**src/rtl/top_level_types.sv**
```systemverilog
// Shared types for the writeback stage and its register-file write port.
package top_level_types;

  localparam int unsigned DATA_W = 32;
  localparam int unsigned REG_W  = 5;

  typedef logic [DATA_W-1:0] unsigned_32;

  typedef enum logic [1:0] {
    WB_NONE = 2'd0,
    WB_ALU  = 2'd1,
    WB_LOAD = 2'd2
  } WbKindType;

  typedef enum logic [2:0] {
    LB  = 3'd0,
    LH  = 3'd1,
    LW  = 3'd2,
    LBU = 3'd3,
    LHU = 3'd4
  } MemOpType;

  typedef enum logic [1:0] {
    IDLE     = 2'd0,
    WAIT_MEM = 2'd1,
    WRITE    = 2'd2
  } WbStateType;

  typedef struct packed {
    logic [REG_W-1:0] dst;
    unsigned_32       dstdata;
  } RegfileWriteType;

  typedef struct packed {
    logic [REG_W-1:0] dst;
    WbKindType        kind;
    unsigned_32       alu_data;
    MemOpType         mem_op;
    logic [1:0]       addr_lo;
  } WbReqType;

endpackage

```
**src/rtl/load_extract.sv**
```systemverilog
// Selects the addressed byte/halfword/word of a load response and extends it.
module load_extract
  import top_level_types::*;
(
  input  MemOpType   mem_op,
  input  logic [1:0] addr_lo,
  input  unsigned_32 word,
  output unsigned_32 ext_data_c,
  output logic       misaligned_c
);

  logic [7:0]  byte_v;
  logic [15:0] half_v;

  // Lane select, then sign/zero extension and alignment check by op
  always_comb begin
    byte_v       = word[{addr_lo, 3'b000} +: 8];
    half_v       = addr_lo[1] ? word[31:16] : word[15:0];
    ext_data_c   = '0;
    misaligned_c = 1'b0;
    case (mem_op)
      LB:  ext_data_c = {{24{byte_v[7]}}, byte_v};
      LBU: ext_data_c = {24'h000000, byte_v};
      LH: begin
        ext_data_c   = {{16{half_v[15]}}, half_v};
        misaligned_c = addr_lo[0];
      end
      LHU: begin
        ext_data_c   = {16'h0000, half_v};
        misaligned_c = addr_lo[0];
      end
      LW: begin
        ext_data_c   = word;
        misaligned_c = (addr_lo != 2'b00);
      end
      default: ;
    endcase
  end

endmodule

```
**src/rtl/writeback_iss.sv**
```systemverilog
// Writeback stage: retires ALU results and loads into the register file.
module writeback_iss
  import top_level_types::*;
(
  input  logic            clk,
  input  logic            rst,
  input  logic            wb_req_valid,
  output logic            wb_req_ready,
  input  WbReqType        wb_req,
  input  logic            mem_rsp_valid,
  input  unsigned_32      mem_rsp_data,
  output RegfileWriteType CtlToRegs_port,
  output logic            CtlToRegs_port_sync,
  output logic            wb_done,
  output logic            wb_err
);

  WbStateType      state_q, state_d;
  WbReqType        req_q, req_d;
  logic            ready_q, ready_d;
  RegfileWriteType port_q, port_d;
  logic            sync_q, sync_d;
  logic            done_q, done_d;
  logic            err_q, err_d;

  logic            accept;
  MemOpType        ext_op;
  logic [1:0]      ext_lo;
  unsigned_32      ext_data;
  logic            ext_misaligned;

  assign accept = wb_req_valid & ready_q;

  // In IDLE the extractor checks the incoming request; afterwards it serves the latched load
  assign ext_op = (state_q == IDLE) ? wb_req.mem_op  : req_q.mem_op;
  assign ext_lo = (state_q == IDLE) ? wb_req.addr_lo : req_q.addr_lo;

  load_extract u_load_extract (
    .mem_op       (ext_op),
    .addr_lo      (ext_lo),
    .word         (mem_rsp_data),
    .ext_data_c   (ext_data),
    .misaligned_c (ext_misaligned)
  );

  // State and request registers; reset drops any in-flight load
  always_ff @(posedge clk or posedge rst) begin
    if (rst) begin
      state_q <= IDLE;
      req_q   <= WbReqType'('0);
    end else begin
      state_q <= state_d;
      req_q   <= req_d;
    end
  end

  // Next-state: route accepted requests, wait for memory, single write cycle
  always_comb begin
    state_d = state_q;
    req_d   = req_q;
    case (state_q)
      IDLE: begin
        if (accept) begin
          req_d = wb_req;
          if (wb_req.kind == WB_ALU) begin
            state_d = WRITE;
          end else if (wb_req.kind == WB_LOAD && !ext_misaligned) begin
            state_d = WAIT_MEM;
          end
        end
      end
      WAIT_MEM: if (mem_rsp_valid) state_d = WRITE;
      WRITE:    state_d = IDLE;
      default:  state_d = IDLE;
    endcase
  end

  // Output next values; writes to x0 keep the strobe low
  always_comb begin
    ready_d = (state_d == IDLE);
    port_d  = port_q;
    sync_d  = 1'b0;
    done_d  = 1'b0;
    err_d   = err_q;
    if (mem_rsp_valid && state_q != WAIT_MEM) err_d = 1'b1;
    case (state_q)
      IDLE: begin
        if (accept) begin
          case (wb_req.kind)
            WB_ALU: begin
              port_d = '{dst: wb_req.dst, dstdata: wb_req.alu_data};
              sync_d = (wb_req.dst != '0);
              done_d = 1'b1;
            end
            WB_LOAD: begin
              if (ext_misaligned) begin
                err_d  = 1'b1;
                done_d = 1'b1;
              end
            end
            default: done_d = 1'b1;
          endcase
        end
      end
      WAIT_MEM: begin
        if (mem_rsp_valid) begin
          port_d = '{dst: req_q.dst, dstdata: ext_data};
          sync_d = (req_q.dst != '0);
          done_d = 1'b1;
        end
      end
      default: ;
    endcase
  end

  // Registered outputs
  always_ff @(posedge clk or posedge rst) begin
    if (rst) begin
      ready_q <= 1'b1;
      port_q  <= RegfileWriteType'('0);
      sync_q  <= 1'b0;
      done_q  <= 1'b0;
      err_q   <= 1'b0;
    end else begin
      ready_q <= ready_d;
      port_q  <= port_d;
      sync_q  <= sync_d;
      done_q  <= done_d;
      err_q   <= err_d;
    end
  end

  assign wb_req_ready        = ready_q;
  assign CtlToRegs_port      = port_q;
  assign CtlToRegs_port_sync = sync_q;
  assign wb_done             = done_q;
  assign wb_err              = err_q;

endmodule

```
**config.mk**
```make
export PLATFORM = sky130hd
export DESIGN_NAME = writeback_iss
export DESIGN_NICKNAME = d
export VERILOG_FILES = /design/src/rtl/top_level_types.sv /design/src/rtl/load_extract.sv /design/src/rtl/writeback_iss.sv
export SDC_FILE = /design/constraint.sdc
export NUM_CORES = 1
export LEC_CHECK = 0
export CAP_MARGIN = 20
export CORE_AREA = 4 4 100 102
export CTS_BUF_LIST = sky130_fd_sc_hd__clkbuf_4 sky130_fd_sc_hd__clkbuf_8
export DETAILED_ROUTE_END_ITERATION = 8
export DIE_AREA = 0 0 104 106
export DONT_BUFFER_PORTS = 1
export MAX_ROUTING_LAYER = met4
export PLACE_DENSITY = 0.61
export SLEW_MARGIN = 20
export SYNTH_ARGS = -nofsm -noshare
export SYNTH_HDL_FRONTEND = slang
export SYNTH_SLANG_ARGS = --single-unit
export TNS_END_PERCENT = 100
```
**constraint.sdc**
```tcl
create_clock -name clk -period 2.1 [get_ports clk]
set_clock_uncertainty 0.05 [all_clocks]
set_input_delay 0.42 -clock clk [delete_from_list [all_inputs] [get_ports clk]]
set_output_delay 0.42 -clock clk [all_outputs]
set_load 0.005 [all_outputs]
```
### Yosys cells after proc, flatten, opt, wreduce, memory -nomap -nowiden

Index checks and enable logic that the tools add are counted.

| cells by class | value |
|---|---|
| eq/ne operators | 11 |
| shift-type cells | 1 |
| multiplexer cells | 28 |
| bitwise operators | 1 |
| reductions and logical operators | 13 |

Operators with widths:

| kind | count |
|---|---|
| $pmux 32 s5 | 1 |
| $mux 37 | 3 |
| $pmux 37 s2 | 1 |
| $shiftx 32x6->8 | 1 |
| $mux 16 | 1 |
| $mux 1 | 12 |
| $mux 2 | 5 |
| $reduce_bool 5->1 | 2 |
| $eq 3x2->1 const B | 2 |
| $pmux 1 s2 | 3 |
| $eq 2x1->1 const B | 2 |
| $logic_not 2->1 | 2 |
| $ne 2x1->1 const B | 2 |
| $ne 2x2->1 const B | 2 |
| $pmux 2 s2 | 1 |
| $reduce_and 4->1 | 1 |
| $reduce_bool 2->1 | 2 |
| $eq 3x1->1 const B | 1 |
| $eq 3x3->1 const B | 1 |
| $logic_not 3->1 | 1 |
| $mux 3 | 1 |
| $eq 2x2->1 const B | 1 |
| $logic_and 1x1->1 | 2 |
| $reduce_and 2->1 | 1 |
| other kinds (3) | 3 |

| word-level totals | value |
|---|---|
| bits in registers | 53 |
| input bits | 80 |
| output and inout port bits | 41 |
| word-level logic and storage cells | 64 |

### Longest topological paths before layout

Gate-level depths: netlist of the first run.

| depth | value |
|---|---|
| depth in word-level cells | 12 |
| gate-level depth with buffers | 8 |
| depth with buffers taken out | 5 |

### Hierarchy

From an unflattened synthesis of the first run, not the netlist that was laid out.

| second synthesis, totals | value |
|---|---|
| cells, all modules | 285 |
| area total of the unflattened synthesis | 3120.5 µm² |

Modules (own cells, without submodules):

| module | instances | cells each | area an instance (µm²) | seq. area each (µm²) |
|---|---|---|---|---|
| writeback_iss | 1 | 199 | 2379.8 | 1327.5 |
| load_extract | 1 | 86 | 740.7 | 0.0 |

### Least setup slack after synthesis of the first run

No wires, ideal clock.

| timing | value |
|---|---|
| kind | input port to flip-flop |
| start | in wb_req[1] in the netlist's numbering |
| end | reg port_q (netlist bit CtlToRegs_port[0]) |
| library setup time | 0.126 ns |
| data arrival time | 1.951 ns |
| setup slack | -0.027 ns |
| stages on the path | 7 |
| cells stage by stage | or3b_4 > and2_1 > buf_6 > buf_6 > mux2_4 > nor2b_1 > o32a_1 |

| on the way | value |
|---|---|
| word-level cells in the longest chain between the ends | 5 |
| elaborated cells on any way between the ends | 6 |

Ends and longest elaborated chain:

| item | line | source |
|---|---|---|
| start, declared | writeback_iss.sv:9 | `input WbReqType wb_req,` |
| $mux 2 * | writeback_iss.sv:36 | `assign ext_lo = (state_q == IDLE) ? wb_req.addr_lo : req_q.addr_lo;` |
| $shiftx 32x6->8 or $mux 16 (tied branches) | load_extract.sv:17, load_extract.sv:18 |  |
| $pmux 32 s5 * | load_extract.sv:21 | `case (mem_op)` |
| $mux 37 * | writeback_iss.sv:106 | `if (mem_rsp_valid) begin` |
| $pmux 37 s2 * | writeback_iss.sv:86 | `case (state_q)` |
| end signal, assigned | writeback_iss.sv:120 | `port_q <= RegfileWriteType'('0);` |
| end signal, assigned | writeback_iss.sv:126 | `port_q <= port_d;` |
| end, declared | writeback_iss.sv:21 | `RegfileWriteType port_q, port_d;` |

Mark *: on every way between the ends. The rest lies on a longest branch, timed or not. The select of a mux whose other input is x is not followed.
A chain may end at the register's enable or synchronous reset.

### Final worst setup path of the first run

| timing | value |
|---|---|
| start | reg state_q[1] |
| end | reg port_q (netlist bit CtlToRegs_port[4]) |

| on the way | value |
|---|---|
| word-level cells in the longest chain between the ends | 6 |
| elaborated cells on any way between the ends | 19 |

Ends and longest elaborated chain:

| item | line | source |
|---|---|---|
| start, declared | writeback_iss.sv:18 | `WbStateType state_q, state_d;` |
| start signal, assigned | writeback_iss.sv:52 | `state_q <= state_d;` |
| $logic_not 2->1 | writeback_iss.sv:35, writeback_iss.sv:36, writeback_iss.sv:86 |  |
| $mux 2 or $mux 3 (tied branches) | writeback_iss.sv:36, writeback_iss.sv:35 |  |
| $shiftx 32x6->8 (tied with other cells) | load_extract.sv:17 | `byte_v = word[{addr_lo, 3'b000} +: 8];` |
| $pmux 32 s5 | load_extract.sv:21 |  |
| $mux 37 | writeback_iss.sv:106 |  |
| $pmux 37 s2 | writeback_iss.sv:86 |  |

Several ways; a longest one is shown, not always the timed one. The select of a mux whose other input is x is not followed.

==> impl_metrics.toml, run 1 <==
[outcome]
result_of_the_run = "completed"

[timing]
fmax_ghz = 0.481
timing.final.crit_period_ns = 2.08
holdWs_ns = 0.192
setup-tns-final_ns = 0
slew_at_the_pin_closest_to_its_max_slew_limit_ns = 0.483
finalMaxSlewViolations = 0
hold_vio_cnt_final = 0
min_period_over_period = 0.991
max-slew-margin-rel = 0.677
setup_viol = 0

[power]
internal_power_uw = 2770
swShare = 0.370
cellPowerDensity_mw_per_mm2 = 1200
pwr-share-comb = 0.366
power.static_leakage_uw = 0.00148
pwr-share-seq = 0.441
switchingPower_uw = 1630
power.share.clock = 0.193
ir_worst_vdd_mv = 0.593

[routing]
totalWireLength_mm = 10.8
via_per_inst = 6.26
drt_drc_violations_left = 0
detail_route.iter0.violations = 230
drt.antenna.violating_nets = 0
routed_length_per_instance_um = 23.9
routed-via-count = 2841
dr.pass1.iters = 5

[cts]
tritoncts_clock_tree = "built"
clk_latency_ns = 0.31
clock_tree.htree_level_count = 2
tritoncts.num_buffers = 5
clock_sink_count = 53
root_buffer_cell = "sky130_fd_sc_hd__clkbuf_8"
ctsLongestPathBuffers = 2
cts.reportedPaths.clkPinSlew_ns = 0.11

[floorplanning]
core-area_mm2 = 0.00911
die_area_mm2 = 0.0110
die_x_um = 104
fp.dieH_um = 106
io_pins = 121
rows = 35
initial_core_util = 0.343

[synthesis]
postSynthAreaPerCell_um2 = 9.53
synth_nets = 408
async_reset_ff_frac = 1.00
sequential_area_share_after_synthesis = 0.425
count_of_flip_flops_with_a_built_in_enable_after_synthesis = 0
yosys_most_used_dff = "sky130_fd_sc_hd__dfrtp_1"
yosys_register_bits = 53
synth_cell_types = 43
yosysWarnings = 0
synthesis.instances = 328
synth.cell_area_mm2 = 0.00312

[finish]
share_of_final_layout_standard_cells_stronger_than_drive_strength_1 = 0.245
flow.area_growth_from_synthesis_pct = 17.8
num-nets-final = 422
post_layout_nonfiller_instances = 454
final_util = 0.404
antenna_diode_count = 0

[global_routing]
wire_length_of_the_first_global_routing_pass_mm = 16.7
grt_start_max_net_pins = 37
via_count_of_the_first_global_routing_pass = 2892
gr-usage-all-layers = 0.193
grt_antenna_before_repair = 0
globalRoute.totalOverflow = 0

[worst_setup_path]
timing_worst_setup_path_type = "reg -> reg"
crit_path_launch_type = "flip-flop"
timing.critical_path.to_type = "flip-flop"
worst_ep_arrival_time_ns = 2.23
required_ns = 2.25
timing.critical_path.slowest_cell_delay_ns = 0.49
cp.buffers_inverters = 0
cp_cell_sequence = "or3b_4, and2_4, mux2_2, nor2b_1, o32a_1"
critPathTopFamily = "simple AND/OR/NAND/NOR gates"
critical_path.max_fanout = 7
critPathSlowestCell = "sky130_fd_sc_hd__dfrtp_2"

[flow_run]
number_of_maximum_capacitance_constraint_violations = 0

[hold_path]
worst_hold_path_type = "in -> reg"

[placement]
detailed_place_hpwl_mm = 7.65
globalplace.congestion = 0.875
dpl.cell_count = 439
port-buffer-count = 0
-- final timing paths --
check                                                  to  slack, ns  cells after the start                 start
max                         CtlToRegs_port[4]$_DFFE_PP0P_       0.02                      5  state_q[1]$_DFF_PP0_
min                                      wb_err$_DFF_PP0_       0.19                      2         mem_rsp_valid
max reg2reg                 CtlToRegs_port[4]$_DFFE_PP0P_       0.02                      5  state_q[1]$_DFF_PP0_
min reg2reg                              wb_err$_DFF_PP0_       0.49                      2      wb_err$_DFF_PP0_
max in group asynchronous  CtlToRegs_port[16]$_DFFE_PP0P_       0.91                      3                   rst
min in group asynchronous               wb_done$_DFF_PP0_       0.53                      2                   rst
-- power by group through the flow --
stage | clock (uW) | sequential, uW | combinational [uW]
after floorplan | 0 | 1780 | 1180
after CTS | 864 | 1950 | 1490
final | 850 | 1940 | 1610
after detailed placement | 0 | 1960 | 1480
after global routing | 905 | 2010 | 1770
after global placement | 0 | 1960 | 1440
-- stage by stage --
stage	total power [uW]	setup WS [ns]	instance area (um^2)
CTS	4300	0.0248	3520
global placement	3400	0.0211	3380
finish	4400	0.0198	3680
global route	4690	-0.0351	3680
floorplan	2960	0.0234	3130
detailed placement	3440	-0.00956	3380
-- per-layer routing --
metal / part of all wire / routed length, um / GRT usage
met1: 0.41 / 4460 / 0.248
met2: 0.46 / 5000 / 0.288
met3: 0.11 / 1200 / 0.0716
met4: 0.017 / 182 / 0.0541
met5: 0 / 0 / -
-- timing repair --
item / 4_1_cts / 5_1_grt
hold buffers: 1 / 0
cloned: 0 / 2
resized for setup: 2 / 26
endpoints found under the setup margin: 7 / 34
pin swaps: 0 / 5
hold endpoints to repair: 19 / 0
buffers inserted: 0 / 4
-- state kept, by name (all words and copies together) (netlist names) --
register and flops:
wb_err 1, CtlToRegs_port_sync 1, wb_req_ready 1, state_q 2, req_q 10, wb_done 1
CtlToRegs_port 37
-- cells in the mapped netlist, types with 2 or more instances --
cell type / count / area (um^2)
sky130_fd_sc_hd__or3_1: 2 / 12.5
sky130_fd_sc_hd__buf_6: 2 / 22.5
sky130_fd_sc_hd__nor2b_1: 8 / 50.1
sky130_fd_sc_hd__o21ai_0: 18 / 90.1
sky130_fd_sc_hd__nor3_1: 2 / 10.0
sky130_fd_sc_hd__buf_2: 10 / 50.1
sky130_fd_sc_hd__a21oi_1: 49 / 245
sky130_fd_sc_hd__a31oi_1: 2 / 12.5
sky130_fd_sc_hd__o22ai_1: 26 / 163
sky130_fd_sc_hd__nand3_1: 6 / 30.0
sky130_fd_sc_hd__nand2b_1: 2 / 12.5
sky130_fd_sc_hd__o21a_1: 26 / 195
sky130_fd_sc_hd__mux2i_1: 14 / 140
sky130_fd_sc_hd__o221ai_1: 2 / 17.5
sky130_fd_sc_hd__nand3b_1: 2 / 15.0
sky130_fd_sc_hd__nor2_1: 19 / 71.3
sky130_fd_sc_hd__nor4_1: 2 / 12.5
sky130_fd_sc_hd__mux2_2: 17 / 191
sky130_fd_sc_hd__clkbuf_1: 13 / 48.8
sky130_fd_sc_hd__o32a_1: 7 / 70.1
sky130_fd_sc_hd__xor2_1: 2 / 17.5
sky130_fd_sc_hd__dfrtp_1: 52 / 1300
sky130_fd_sc_hd__inv_1: 3 / 11.3
sky130_fd_sc_hd__or2_2: 2 / 12.5
sky130_fd_sc_hd__nand2_1: 12 / 45.0
sky130_fd_sc_hd__xnor2_1: 2 / 17.5
sky130_fd_sc_hd__or4_1: 2 / 15.0
sky130_fd_sc_hd__a221oi_1: 9 / 78.8
-- cell families (layout without fill, tap and decap cells) --
group	after synthesis	in the layout	synth area share
DFF	53	53	0.425
muxes	32	32	0.111
xor gates and xnor gates	4	4	0.0112
AOI/OAI and AO/OA	145	145	0.298
buffers and inverters	28	42	0.0425
and+or+nand+nor	66	67	0.112
-- worst reg2reg max path: cells and delay by family (launching register included) --
kind | cells | cell delay [ns]
flip-flops | 1 | 0.49
multiplexers | 1 | 0.30
AO/OA/AOI/OAI | 1 | 0.34
AND/OR/NAND/NOR | 3 | 0.79
-- area by class of cell --
class | instances | area (um^2)
multi-input combinational | 248 | 1760
clock inverter | 3 | 65.1
tap | 111 | 139
timing repair buffer | 31 | 309
fill | 915 | 5430
inverter | 3 | 11.3
clock buffer | 5 | 68.8
sequential | 53 | 1330
-- cells in the final DEF (no fill, tap or decap), types with 7 or more instances in the layout --
cell,count
sky130_fd_sc_hd__dfrtp_1,50
sky130_fd_sc_hd__a21oi_1,45
sky130_fd_sc_hd__o21a_1,26
sky130_fd_sc_hd__o22ai_1,26
sky130_fd_sc_hd__buf_4,21
sky130_fd_sc_hd__nor2_1,17
sky130_fd_sc_hd__mux2_2,17
sky130_fd_sc_hd__o21ai_0,16
sky130_fd_sc_hd__mux2i_1,13
sky130_fd_sc_hd__nand2_1,12
sky130_fd_sc_hd__nor2b_1,8
sky130_fd_sc_hd__o32a_1,7
sky130_fd_sc_hd__a221oi_1,7
Power figures use the tool's default switching activity.
==> run 2: changes to the inputs <==
--- a/config.mk
+++ b/config.mk
@@ -13,6 +13,7 @@
 export DONT_BUFFER_PORTS = 1
 export MAX_ROUTING_LAYER = met4
 export PLACE_DENSITY = 0.61
+export REMOVE_ABC_BUFFERS = 1
 export SLEW_MARGIN = 20
 export SYNTH_ARGS = -nofsm -noshare
 export SYNTH_HDL_FRONTEND = slang
==> run 2 against run 1 <==
Net effect: fmax shrank 0.62%; flip-flop and latch count is the same; via count shrank 1.6%; sequential share of layout area shrank 1.4 points; first-iteration DRC count shrank 39%; register-to-register slack is essentially flat; critical path type unchanged; highest routed layer unchanged.
==> impl_metrics.toml, run 2 (synthesized netlist as in run 1, its figures left out) <==
[routing]
wirelength_met1_mm = 4.55
wl_met2_mm = 5.15
detail_route.iter0.violations = 140
met3_wirelength_um = 831
drt_drc_violations_left = 0
totalWireLength_mm = 10.8
dr.pass1.iters = 4
dr.max_layer_used = "met4"
routed-via-count = 2795
routed_length_per_instance_um = 23.5
via_per_inst = 6.09
drt.antenna.violating_nets = 0

[power]
ir_worst_vdd_mv = 0.405
cellPowerDensity_mw_per_mm2 = 1160
power.static_leakage_uw = 0.00155

[cts]
tritoncts.num_buffers = 5
clock_sink_count = 53
clock_tree.htree_level_count = 2
root_buffer_cell = "sky130_fd_sc_hd__clkbuf_8"
tritoncts_clock_tree = "built"
ctsLongestPathBuffers = 2
cts.reportedPaths.clkPinSlew_ns = 0.10
clk_latency_ns = 0.31

[global_routing]
globalRoute.totalOverflow = 0
wire_length_of_the_first_global_routing_pass_mm = 16.4
via_count_of_the_first_global_routing_pass = 2919
gr-usage-all-layers = 0.192
grt_antenna_before_repair = 0
grt_start_max_net_pins = 37

[timing]
fmax_ghz = 0.478
min_period_over_period = 0.997
finalMaxSlewViolations = 0
setup_viol = 0
timing.final.crit_period_ns = 2.09
unrepaired_setup_endpoints_after_global_routing = "true"
slew_at_the_pin_closest_to_its_max_slew_limit_ns = 0.556
max-slew-margin-rel = 0.628
hold_vio_cnt_final = 0
holdWs_ns = 0.199
layout_setup_ws_ns = 0.00676

[finish]
num-nets-final = 427
layout.cells.most_common = "sky130_fd_sc_hd__dfrtp_1"
post_layout_nonfiller_instances = 459
share_of_final_layout_standard_cells_stronger_than_drive_strength_1 = 0.270
flow.area_growth_from_synthesis_pct = 22.5
finish.instance_area_mm2 = 0.00383
flip_flop_count_of_the_largest_register_after_layout = 37
final_cell_mix = "sky130_fd_sc_hd__dfrtp_1 (51), sky130_fd_sc_hd__a21oi_1 (45), sky130_fd_sc_hd__o21a_1 (26), sky130_fd_sc_hd__o22ai_1 (26), sky130_fd_sc_hd__buf_4 (21)"
final_util = 0.420
antenna_diode_count = 0

[flow_run]
number_of_maximum_capacitance_constraint_violations = 0

[placement]
cell_area_after_placement_mm2 = 0.00348
globalplace.congestion = 0.817
detailed_place_hpwl_mm = 7.82
dpl.cell_count = 445
place_worst_setup_slack_ns = -0.0950
port-buffer-count = 0

[floorplanning]
core-area_mm2 = 0.00911
initial_core_util = 0.343
rows = 35
io_pins = 121
fp.dieH_um = 106
die_x_um = 104
die_area_mm2 = 0.0110

[worst_setup_path]
rr_startpoint = "state_q[0]$_DFF_PP0_"
worst_ep_arrival_time_ns = 2.24
critical_path.reg2reg.endpoint = "CtlToRegs_port[5]$_DFFE_PP0P_"
required_ns = 2.25
crit_path_launch_type = "flip-flop"
timing.critical_path.to_type = "flip-flop"
critical_path.max_fanout = 8
timing_worst_setup_path_type = "reg -> reg"
reg2regPathDepth = 6
ff2ff_setup_slack_ns = 0.007

[hold_path]
worst_hold_path_type = "in -> reg"
hold_path_startpoint = "mem_rsp_valid"
holdPathEnd = "wb_err$_DFF_PP0_"
worst_hold_path_depth = 2

[outcome]
result_of_the_run = "completed"
-- run 2: power breakdown --
part,internal (uW),switching [uW]
Combinational,931,881
Clock,372,356
Sequential,1480,430
Total,2790,1670
-- run 2: stage by stage --
stage / setup TNS (ns) / power, uW
after floorplan: -92.02 / 2880
after global placement: -0.147 / 3480
after detailed placement: -1.27 / 3550
after CTS: -0.00875 / 4360
after global routing: -0.472 / 4770
final: 0 / 4450
-- run 2: per-layer routing --
layer	up-vias	track usage
li1	1290	-
met1	1388	0.238
met2	99	0.309
met3	18	0.0559
met4	0	0.0551
met5	-	-
-- run 2: worst max-delay path, cell delays in order (launching register included) --
cell and delay, ns:
sky130_fd_sc_hd__dfrtp_2 0.47, sky130_fd_sc_hd__or3b_4 0.39, sky130_fd_sc_hd__and2_4 0.16, sky130_fd_sc_hd__buf_6 0.14
sky130_fd_sc_hd__mux2_2 0.29, sky130_fd_sc_hd__nor2b_1 0.14, sky130_fd_sc_hd__o32a_1 0.34
-- run 2: how the worst max path moves through the flow --
stage                                    start                              to  slack, ns  cells past startpoint
final                     state_q[0]$_DFF_PP0_   CtlToRegs_port[5]$_DFFE_PP0P_      0.007                      6
after global placement    state_q[0]$_DFF_PP0_   CtlToRegs_port[1]$_DFFE_PP0P_      -0.04                      7
after CTS                 state_q[0]$_DFF_PP0_   CtlToRegs_port[9]$_DFFE_PP0P_     -0.009                      8
after detailed placement  state_q[0]$_DFF_PP0_  CtlToRegs_port[13]$_DFFE_PP0P_      -0.09                      8
after global routing      state_q[0]$_DFF_PP0_   CtlToRegs_port[9]$_DFFE_PP0P_      -0.07                      8
after floorplan           state_q[0]$_DFF_PP0_  CtlToRegs_port[16]$_DFFE_PP0P_      -2.24                      5
-- run 2: layout make-up --
| class | instances | area [um^2] |
|---|---|---|
| fill | 895 | 5280 |
| clock buffer | 6 | 76.3 |
| timing repair buffer | 37 | 434 |
| multi-input combinational | 247 | 1800 |
| inverter | 3 | 11.3 |
| sequential | 53 | 1330 |
| tap | 111 | 139 |
| clock inverter | 2 | 38.8 |
-- run 2: what timing repair did --
item / in CTS / in global routing
pin swaps: 3 / 10
endpoints found under the setup margin: 32 / 41
resized for setup: 14 / 29
endpoints found under the hold margin: 19 / 0
buffers inserted: 1 / 2
gates cloned: 0 / 2
hold buffers: 1 / 0
